**src/rtl/mdu_div.sv**
```systemverilog
// Multi-cycle RV32M divide unit (DIV/DIVU/REM/REMU), radix-2 restoring, one quotient bit per clock.
// Divide-by-zero and signed overflow resolve on the accept edge; everything else takes XLEN iterations.
module mdu_div #(
    parameter int XLEN  = 32,
    parameter int CNT_W = 6
) (
    input  logic            clk_i,
    input  logic            rst_n_i,
    input  logic            start_i,
    input  logic [1:0]      op_i,
    input  logic [XLEN-1:0] dividend_i,
    input  logic [XLEN-1:0] divisor_i,
    input  logic            flush_i,
    output logic            busy_o,
    output logic            valid_o,
    output logic [XLEN-1:0] result_o
);

    typedef enum logic [1:0] {
        S_IDLE,
        S_CALC,
        S_DONE
    } state_t;

    localparam logic [CNT_W-1:0] LAST_CNT = CNT_W'(XLEN - 1);
    localparam logic [XLEN-1:0]  MIN_NEG  = {1'b1, {(XLEN-1){1'b0}}};

    state_t          r_state;
    logic [CNT_W-1:0] r_cnt;
    logic [1:0]      r_op;
    logic            r_sign_a;
    logic            r_sign_b;
    logic [XLEN-1:0] r_rem;
    logic [XLEN-1:0] r_quo;
    logic [XLEN:0]   r_dvs;
    logic            r_busy;
    logic            r_valid;
    logic [XLEN-1:0] r_result;

    // Operand preparation on the accept edge.
    logic            w_signed;
    logic            w_a_neg;
    logic            w_b_neg;
    logic [XLEN-1:0] w_a_abs;
    logic [XLEN-1:0] w_b_abs;
    logic            w_div_zero;
    logic            w_ovf;
    logic [XLEN-1:0] w_special_res;

    assign w_signed      = ~op_i[0];
    assign w_a_neg       = w_signed & dividend_i[XLEN-1];
    assign w_b_neg       = w_signed & divisor_i[XLEN-1];
    assign w_a_abs       = w_a_neg ? -dividend_i : dividend_i;
    assign w_b_abs       = w_b_neg ? -divisor_i : divisor_i;
    assign w_div_zero    = (divisor_i == '0);
    assign w_ovf         = w_signed & (dividend_i == MIN_NEG) & (divisor_i == '1);
    assign w_special_res = w_div_zero ? (op_i[1] ? dividend_i : '1)
                                      : (op_i[1] ? '0 : dividend_i);

    // One restoring step: the divisor is XLEN+1 bits wide, so the compare sees the full
    // shifted remainder and the low XLEN bits of the difference are exact whenever it is kept.
    logic [XLEN:0]   w_shift;
    logic            w_ge;
    logic [XLEN-1:0] w_diff;
    logic [XLEN-1:0] w_rem_next;
    logic [XLEN-1:0] w_quo_next;
    logic            w_neg_q;
    logic            w_neg_r;
    logic [XLEN-1:0] w_final;

    assign w_shift    = {r_rem, r_quo[XLEN-1]};
    assign w_ge       = (w_shift >= r_dvs);
    assign w_diff     = w_shift[XLEN-1:0] - r_dvs[XLEN-1:0];
    assign w_rem_next = w_ge ? w_diff : w_shift[XLEN-1:0];
    assign w_quo_next = {r_quo[XLEN-2:0], w_ge};
    assign w_neg_q    = ~r_op[0] & (r_sign_a ^ r_sign_b);
    assign w_neg_r    = ~r_op[0] & r_sign_a;
    assign w_final    = r_op[1] ? (w_neg_r ? -w_rem_next : w_rem_next)
                                : (w_neg_q ? -w_quo_next : w_quo_next);

    // NOTE: all state below uses non-blocking assignments so every register samples pre-edge values.
    always_ff @(posedge clk_i or negedge rst_n_i) begin
        if (!rst_n_i) begin
            r_state  <= S_IDLE;
            r_cnt    <= '0;
            r_op     <= '0;
            r_sign_a <= 1'b0;
            r_sign_b <= 1'b0;
            r_rem    <= '0;
            r_quo    <= '0;
            r_dvs    <= '0;
            r_busy   <= 1'b0;
            r_valid  <= 1'b0;
            r_result <= '0;
        end else if (flush_i) begin
            r_state <= S_IDLE;
            r_busy  <= 1'b0;
            r_valid <= 1'b0;
        end else begin
            case (r_state)
                S_IDLE, S_DONE: begin
                    r_valid <= 1'b0;
                    r_busy  <= 1'b0;
                    r_state <= S_IDLE;
                    if (start_i) begin
                        r_op     <= op_i;
                        r_sign_a <= dividend_i[XLEN-1];
                        r_sign_b <= divisor_i[XLEN-1];
                        r_quo    <= w_a_abs;
                        r_dvs    <= {1'b0, w_b_abs};
                        r_rem    <= '0;
                        r_cnt    <= '0;
                        if (w_div_zero || w_ovf) begin
                            r_result <= w_special_res;
                            r_state  <= S_DONE;
                            r_valid  <= 1'b1;
                        end else begin
                            r_state <= S_CALC;
                            r_busy  <= 1'b1;
                        end
                    end
                end
                S_CALC: begin
                    r_rem <= w_rem_next;
                    r_quo <= w_quo_next;
                    r_cnt <= r_cnt + CNT_W'(1);
                    if (r_cnt == LAST_CNT) begin
                        r_result <= w_final;
                        r_state  <= S_DONE;
                        r_busy   <= 1'b0;
                        r_valid  <= 1'b1;
                    end
                end
                default: begin
                    r_state <= S_IDLE;
                    r_busy  <= 1'b0;
                    r_valid <= 1'b0;
                end
            endcase
        end
    end

    assign busy_o   = r_busy;
    assign valid_o  = r_valid;
    assign result_o = r_result;

endmodule
```
**config.mk**
```make
export PLATFORM = sky130hd
export DESIGN_NAME = mdu_div
export DESIGN_NICKNAME = d
export VERILOG_FILES = /design/src/rtl/mdu_div.sv
export SDC_FILE = /design/constraint.sdc
export NUM_CORES = 1
export LEC_CHECK = 0
export ABC_AREA = 1
export ABC_CLOCK_PERIOD_IN_PS = 11100
export CORE_ASPECT_RATIO = 2
export CORE_MARGIN = 2
export CORE_UTILIZATION = 42
export CTS_CLUSTER_DIAMETER = 60
export DETAILED_ROUTE_END_ITERATION = 7
export GPL_ROUTABILITY_DRIVEN = 0
export PLACE_DENSITY = 0.63
export SLEW_MARGIN = 20
export SYNTH_ARGS = -nofsm -noshare
export SYNTH_HDL_FRONTEND = slang
export SYNTH_SLANG_ARGS = --single-unit
```
**constraint.sdc**
```tcl
create_clock -name clk_i -period 11.1 [get_ports clk_i]
set_clock_uncertainty 0.15 [all_clocks]
set_input_delay 2.22 -clock clk_i [delete_from_list [all_inputs] [get_ports clk_i]]
set_output_delay 2.22 -clock clk_i [all_outputs]
set_load 0.02 [all_outputs]
```
==> results_dict.tcl, run 1 <==
set metrics [dict create \
    cp-start-kind "input pin" \
    antenna_found_initial 0 \
    numCtsBuffers 17 \
    synth-seq-cells 140 \
    synth_area_leaders "dfrtp_1 (27%), nand2_1 (18%), inv_1 (8.9%), o21ai_0 (8.8%), nor2_1 (5.1%)" \
    grt_max_degree 79 \
    dpl_cell_area_sq_mm 0.0143 \
    critPathKind "in2reg" \
    hold_viol 0 \
    cts_tree "built" \
    stdcell_count 2593 \
    synth_top_area_frac 0.268 \
    setup_violations 0 \
    post-cts-setup-buffers 0 \
    clock_path_buffers 2 \
    htreeDepth 4 \
    reg2reg_from "r_dvs[28]$_DFFE_PN0P_" \
    syn_to_final_growth_pct 14.3 \
    ir_worst_vdd_mv 0.150 \
    rows 91 \
    cp_max_fo 61 \
    tightest_slew_ns 1.02 \
    nNetsFinal 2316 \
    crit_required_ns 11.29 \
    min_period_ns 5.52 \
    layout-drive-gt1-share 0.0653 \
    period_share 0.497 \
    hold_path.class "reg2reg" \
    grt_pass1_wl_microns 71000 \
    syn-num-nets 2256 \
    holdPathEnd "result_o[23]$_DFFE_PN0P_" \
    yosys.area.top_type "dfrtp_1" \
    ctsResizeCount 0 \
    grt_usage 0.284 \
    dieArea_sq_mm 0.0326 \
    ant_nets 0 \
    netlist-cell-type-count 53 \
    vias_per_cell 5.38 \
    avgRoutedWirePerCell_microns 17.5 \
    whs_path_depth 2 \
    die_w_microns 129 \
    rsz0062_at_grt "false" \
    synth_commonest_cells "nand2_1 (628), inv_1 (309), o21ai_0 (229), nor2_1 (177), dfrtp_1 (140)" \
    powerDensity_mw_per_mm2 304 \
    synthArstFlopShare 1.00 \
    leakagePower_nw 7.49 \
    cts_hold_buf 0 \
    drt-total-wl_microns 45300 \
    ys_seq_area_frac 0.268 \
    max-cap-violations 0 \
    coreArea_sq_mm 0.0307 \
    io_pins 104 \
    synthFlopType "dfrtp_1" \
    avgSynthCellArea_sq_um 6.08 \
    num_vias 14000 \
    post-route-drc-count 0 \
    hold_start "result_o[23]$_DFFE_PN0P_" \
    die_h_microns 253 \
    port_buffers 103 \
    rr_endpoint "result_o[30]$_DFFE_PN0P_" \
    grt_pass1_vias 13600 \
    synth-edff-count 0 \
    syn_area_sq_mm 0.0131 \
    place_hpwl_microns 36100 \
    clock_latency_ns 0.44 \
    dp.cells 2560 \
    max_freq_mhz 181 \
    design_area_sq_mm 0.0149 \
    crit_arrival_ns 5.70 \
    cts-root-buf "clkbuf_16" \
    status "finished, final reports clean" \
    overflow 0 \
    synth_most_common_cell "nand2_1" \
    rr_worst_depth 28 \
    final_util 0.485 \
    critPathLaunch "dividend_i[0]" \
    syn_inst 2147 \
    initial_utilization 0.425 \
    first_pass_iters 5 \
    max-slew-margin-rel 0.317 \
    initialDrtViolationCount 827 \
    fin_setup_tns_ns 0 \
    cts_num_sinks 140 \
    end_kind "register" \
    clk_pin_slew_worst_paths_ns 0.07 \
    ys_warn_count 0 \
    slew_viol_final 0 \
    regToRegSetupSlack_ns 5.67 \
]
## power breakdown
group          switching [mW]  internal, mW
logic                    2.16         0.967
registers               0.148         0.685
clock network           0.259         0.316
total                    2.57          1.97
## cells by family (layout without fill, tap and decap cells)
logic type               after synthesis  after routing  synth area share
other                                  0              1                 0
flip-flops                           140            140             0.268
adder cells (fa/ha/maj)               39             39            0.0380
XOR/XNOR                              54             54            0.0362
buffers and inverters                404            477             0.120
AO/OA/AOI/OAI                        422            422             0.176
AND/OR/NAND/NOR                     1088           1088             0.361
## placed cells by master, fill, tap and decap left out, drive strengths merged, types with 2 or more instances in the layout
master,instances
a21o,2
a21oi,116
a22o,2
a31oi,10
and2,8
and3,2
buf,16
clkbuf,17
clkdlybuf4s50,102
clkinv,8
dfrtp,140
ha,38
inv,332
nand2,656
nand3,130
nand3b,5
nand4,28
nor2,196
nor3,43
nor4,9
o211ai,6
o21a,2
o21ai,243
o21bai,2
o221ai,18
o22ai,14
o31ai,2
o41ai,2
or2,11
xnor2,7
xor2,47
## state kept, by name (all words and copies together) (netlist names)
name and count:
r_rem 32, r_op 2, result_o 32, r_dvs 32, r_sign_a 1, r_quo 32
r_cnt 6, r_sign_b 1, r_state 2
## critical path, cell delays in order
cell	delay, ns
clkdlybuf4s50_1	0.44
inv_1	0.13
ha_1	0.15
inv_1	0.05
nor3_1	0.24
nand3_1	0.17
nor3_2	0.32
nand2_1	0.08
nor4_1	0.70
nand3_1	0.14
o41ai_1	0.13
or2_2	0.19
nand3_2	0.05
buf_4	0.30
inv_1	0.20
nand2_1	0.07
o21a_1	0.10
## stage by stage
step / total power [mW] / worst slack, ns / hold slack, ns
3_5_place_dp: 3.92 / 5.10 / 0.314
3_3_place_gp: 3.88 / 5.19 / 0.315
4_1_cts: 4.51 / 5.57 / 0.342
5_1_grt: 4.93 / 5.12 / 0.361
2_1_floorplan: 3.03 / 6.58 / 0.303
6_report: 4.54 / 5.58 / 0.339
## cell type report
class	instances	area [sq um]
timing repair buffer	118	1140
fill	3227	15800
clock inverter	15	149
inverter	327	1230
multi-input combinational	1603	8000
clock buffer	17	425
tap	372	465
sequential	140	3500
antenna	1	2.50
## per-layer routing
metal,track usage,vias to the layer above,part of all wire
met4,0.202,0,0.077
met3,0.0262,130,0.026
met2,0.542,371,0.54
met1,0.277,6418,0.35
li1,-,7033,-
met5,0,-,0
## how the worst max path moves through the flow
stage,to,cells after the start
2_1_floorplan,r_quo[30]$_DFFE_PN0P_,16
3_3_place_gp,result_o[2]$_DFFE_PN0P_,17
3_5_place_dp,result_o[0]$_DFFE_PN0P_,17
4_1_cts,result_o[2]$_DFFE_PN0P_,17
5_1_grt,result_o[30]$_DFFE_PN0P_,30
6_report,result_o[2]$_DFFE_PN0P_,17
No activity file was read; power rests on OpenSTA's default activity.
==> inputs of run 2 (changes only) <==
ABC_CLOCK_PERIOD_IN_PS = 5550   (was 11100)
clock period = 5.55 ns   (was 11.1 ns; I/O delays follow)
==> results_dict.tcl, run 2 (same netlist as run 1, synthesis figures left out) <==
set metrics [dict create \
    status "finished, final reports clean" \
    antenna_found_initial 0 \
    end_kind "register" \
    nNetsFinal 2319 \
    post-route-drc-count 0 \
    initialDrtViolationCount 864 \
    dpl_cell_area_sq_mm 0.0144 \
    grt_max_degree 111 \
    overflow 0 \
    num_vias 14000 \
    die_h_microns 253 \
    slew_viol_final 0 \
    period_share 0.837 \
    grt_usage 0.286 \
    clock_latency_ns 0.45 \
    dieArea_sq_mm 0.0326 \
    first_pass_iters 7 \
    max_freq_mhz 215 \
    port_buffers 103 \
    initial_utilization 0.425 \
    fin_setup_tns_ns 0 \
    holdWs_ns 0.329 \
    layout-drive-gt1-share 0.0666 \
    die_w_microns 129 \
    pwr-share-clk 0.120 \
    max-slew-margin-rel 0.335 \
    crit_required_ns 5.74 \
    htreeDepth 4 \
    ant_nets 0 \
    cpPeakStageDelay_ns 0.44 \
    drt-total-wl_microns 46100 \
    cts_tree "built" \
    cp_max_fo 41 \
    clock_path_buffers 2 \
    post-cts-setup-buffers 0 \
    crit_arrival_ns 4.84 \
    swShare 0.567 \
    place_hpwl_microns 36500 \
    cts_num_sinks 140 \
    powerDensity_mw_per_mm2 605 \
    slowest_stage "ha_1" \
    min_period_ns 4.65 \
    final_common_cell "nand2_1" \
    worstPathCellList "inv_1 > ha_1 > nand2_2 > nor2_2 > nand2_1 > nor4_4 > nand2_4 > nand2_4 > buf_4 > nand2_1 > o21ai_2 > ha_1 > nand3_1 > o21ai_4 > nand2_2 > o21ai_0 > nand3_1 > a22o_1" \
    combinationalPowerShare 0.697 \
    max-cap-violations 0 \
    clk_pin_slew_worst_paths_ns 0.07 \
    vias_per_cell 5.41 \
    rsz0062_at_grt "false" \
    grt_pass1_vias 13800 \
    cp-start-kind "register" \
    grt_pass1_wl_microns 71900 \
    hold_path.class "reg2reg" \
    coreArea_sq_mm 0.0307 \
    seqPwrFrac 0.183 \
    setup_violations 0 \
    n_antenna_cell 0 \
    leakagePower_nw 7.48 \
    rows 91 \
    tightest_slew_ns 0.997 \
    critPathKind "reg2reg" \
    avgRoutedWirePerCell_microns 17.8 \
    intPower_mw 3.91 \
    hold_viol 0 \
    final_cell_mix "nand2_1 (628), inv_1 (307), o21ai_0 (229)" \
    cts-root-buf "clkbuf_16" \
    ir_worst_vdd_mv 0.369 \
    ctsResizeCount 0 \
    io_pins 104 \
    numCtsBuffers 17 \
    design_area_sq_mm 0.0149 \
    cts_hold_buf 0 \
    power_switching_mw 5.12 \
    syn_to_final_growth_pct 14.3 \
]
[run 2: per-layer routing]
layer | up-vias | wire, microns | part of all wire | track usage
met5 | - | 0 | 0 | 0
met4 | 0 | 4510 | 0.098 | 0.242
met3 | 168 | 1410 | 0.031 | 0.0340
met2 | 385 | 24100 | 0.52 | 0.526
met1 | 6453 | 16000 | 0.35 | 0.277
li1 | 7030 | - | - | -
[run 2: power groups by stage]
stage	Combinational, mW	Clock [mW]	Sequential (mW)
final	6.29	1.08	1.65
after global routing	6.99	1.13	1.69
after CTS	6.24	1.10	1.65
after detailed placement	6.19	0	1.66
after global placement	6.14	0	1.65
after floorplan	4.34	0	1.72
[run 2: worst max-delay path, delay by kind of cell, from the launching register on]
kind / cells / cell delay [ns]
simple gates: 10 / 1.75
buf+inv: 2 / 0.56
fa+ha+maj: 2 / 0.71
flops: 1 / 0.35
compound gates: 4 / 0.99
[run 2: path summary, 6_finish.rpt]
kind                                                 to  cells past startpoint  slack (ns)                     from
max in group asynchronous         r_rem[21]$_DFFE_PN0P_                      2        3.57                  rst_n_i
worst max-delay path            result_o[6]$_DFFE_PN0P_                     18        0.90    r_dvs[19]$_DFFE_PN0P_
worst min register to register  result_o[8]$_DFFE_PN0P_                      2        0.33  result_o[8]$_DFFE_PN0P_
worst max register to register  result_o[6]$_DFFE_PN0P_                     18        0.90    r_dvs[19]$_DFFE_PN0P_
worst min-delay path            result_o[8]$_DFFE_PN0P_                      2        0.33  result_o[8]$_DFFE_PN0P_
min in group asynchronous       result_o[5]$_DFFE_PN0P_                      1        0.64                  rst_n_i
[run 2: layout make-up]
cell class	count	area, sq um
fillers	3250	15800
multi-input cells	1603	8010
flip-flops and latches	140	3500
inverters	327	1230
repair buffers	121	1170
well taps	372	465
clock buffers	18	429
clock inverters	14	108
[run 2: metrics by stage]
stage | instances | util | total power [mW] | worst slack [ns]
floorplan | 2147 | - | 6.06 | 1.83
global placement | 2563 | 0.467 | 7.79 | 0.132
CTS | 2595 | 0.485 | 8.98 | 1.03
global route | 2595 | 0.485 | 9.82 | 0.591
detailed placement | 2563 | 0.468 | 7.85 | 0.570
finish | 2595 | 0.485 | 9.03 | 0.903
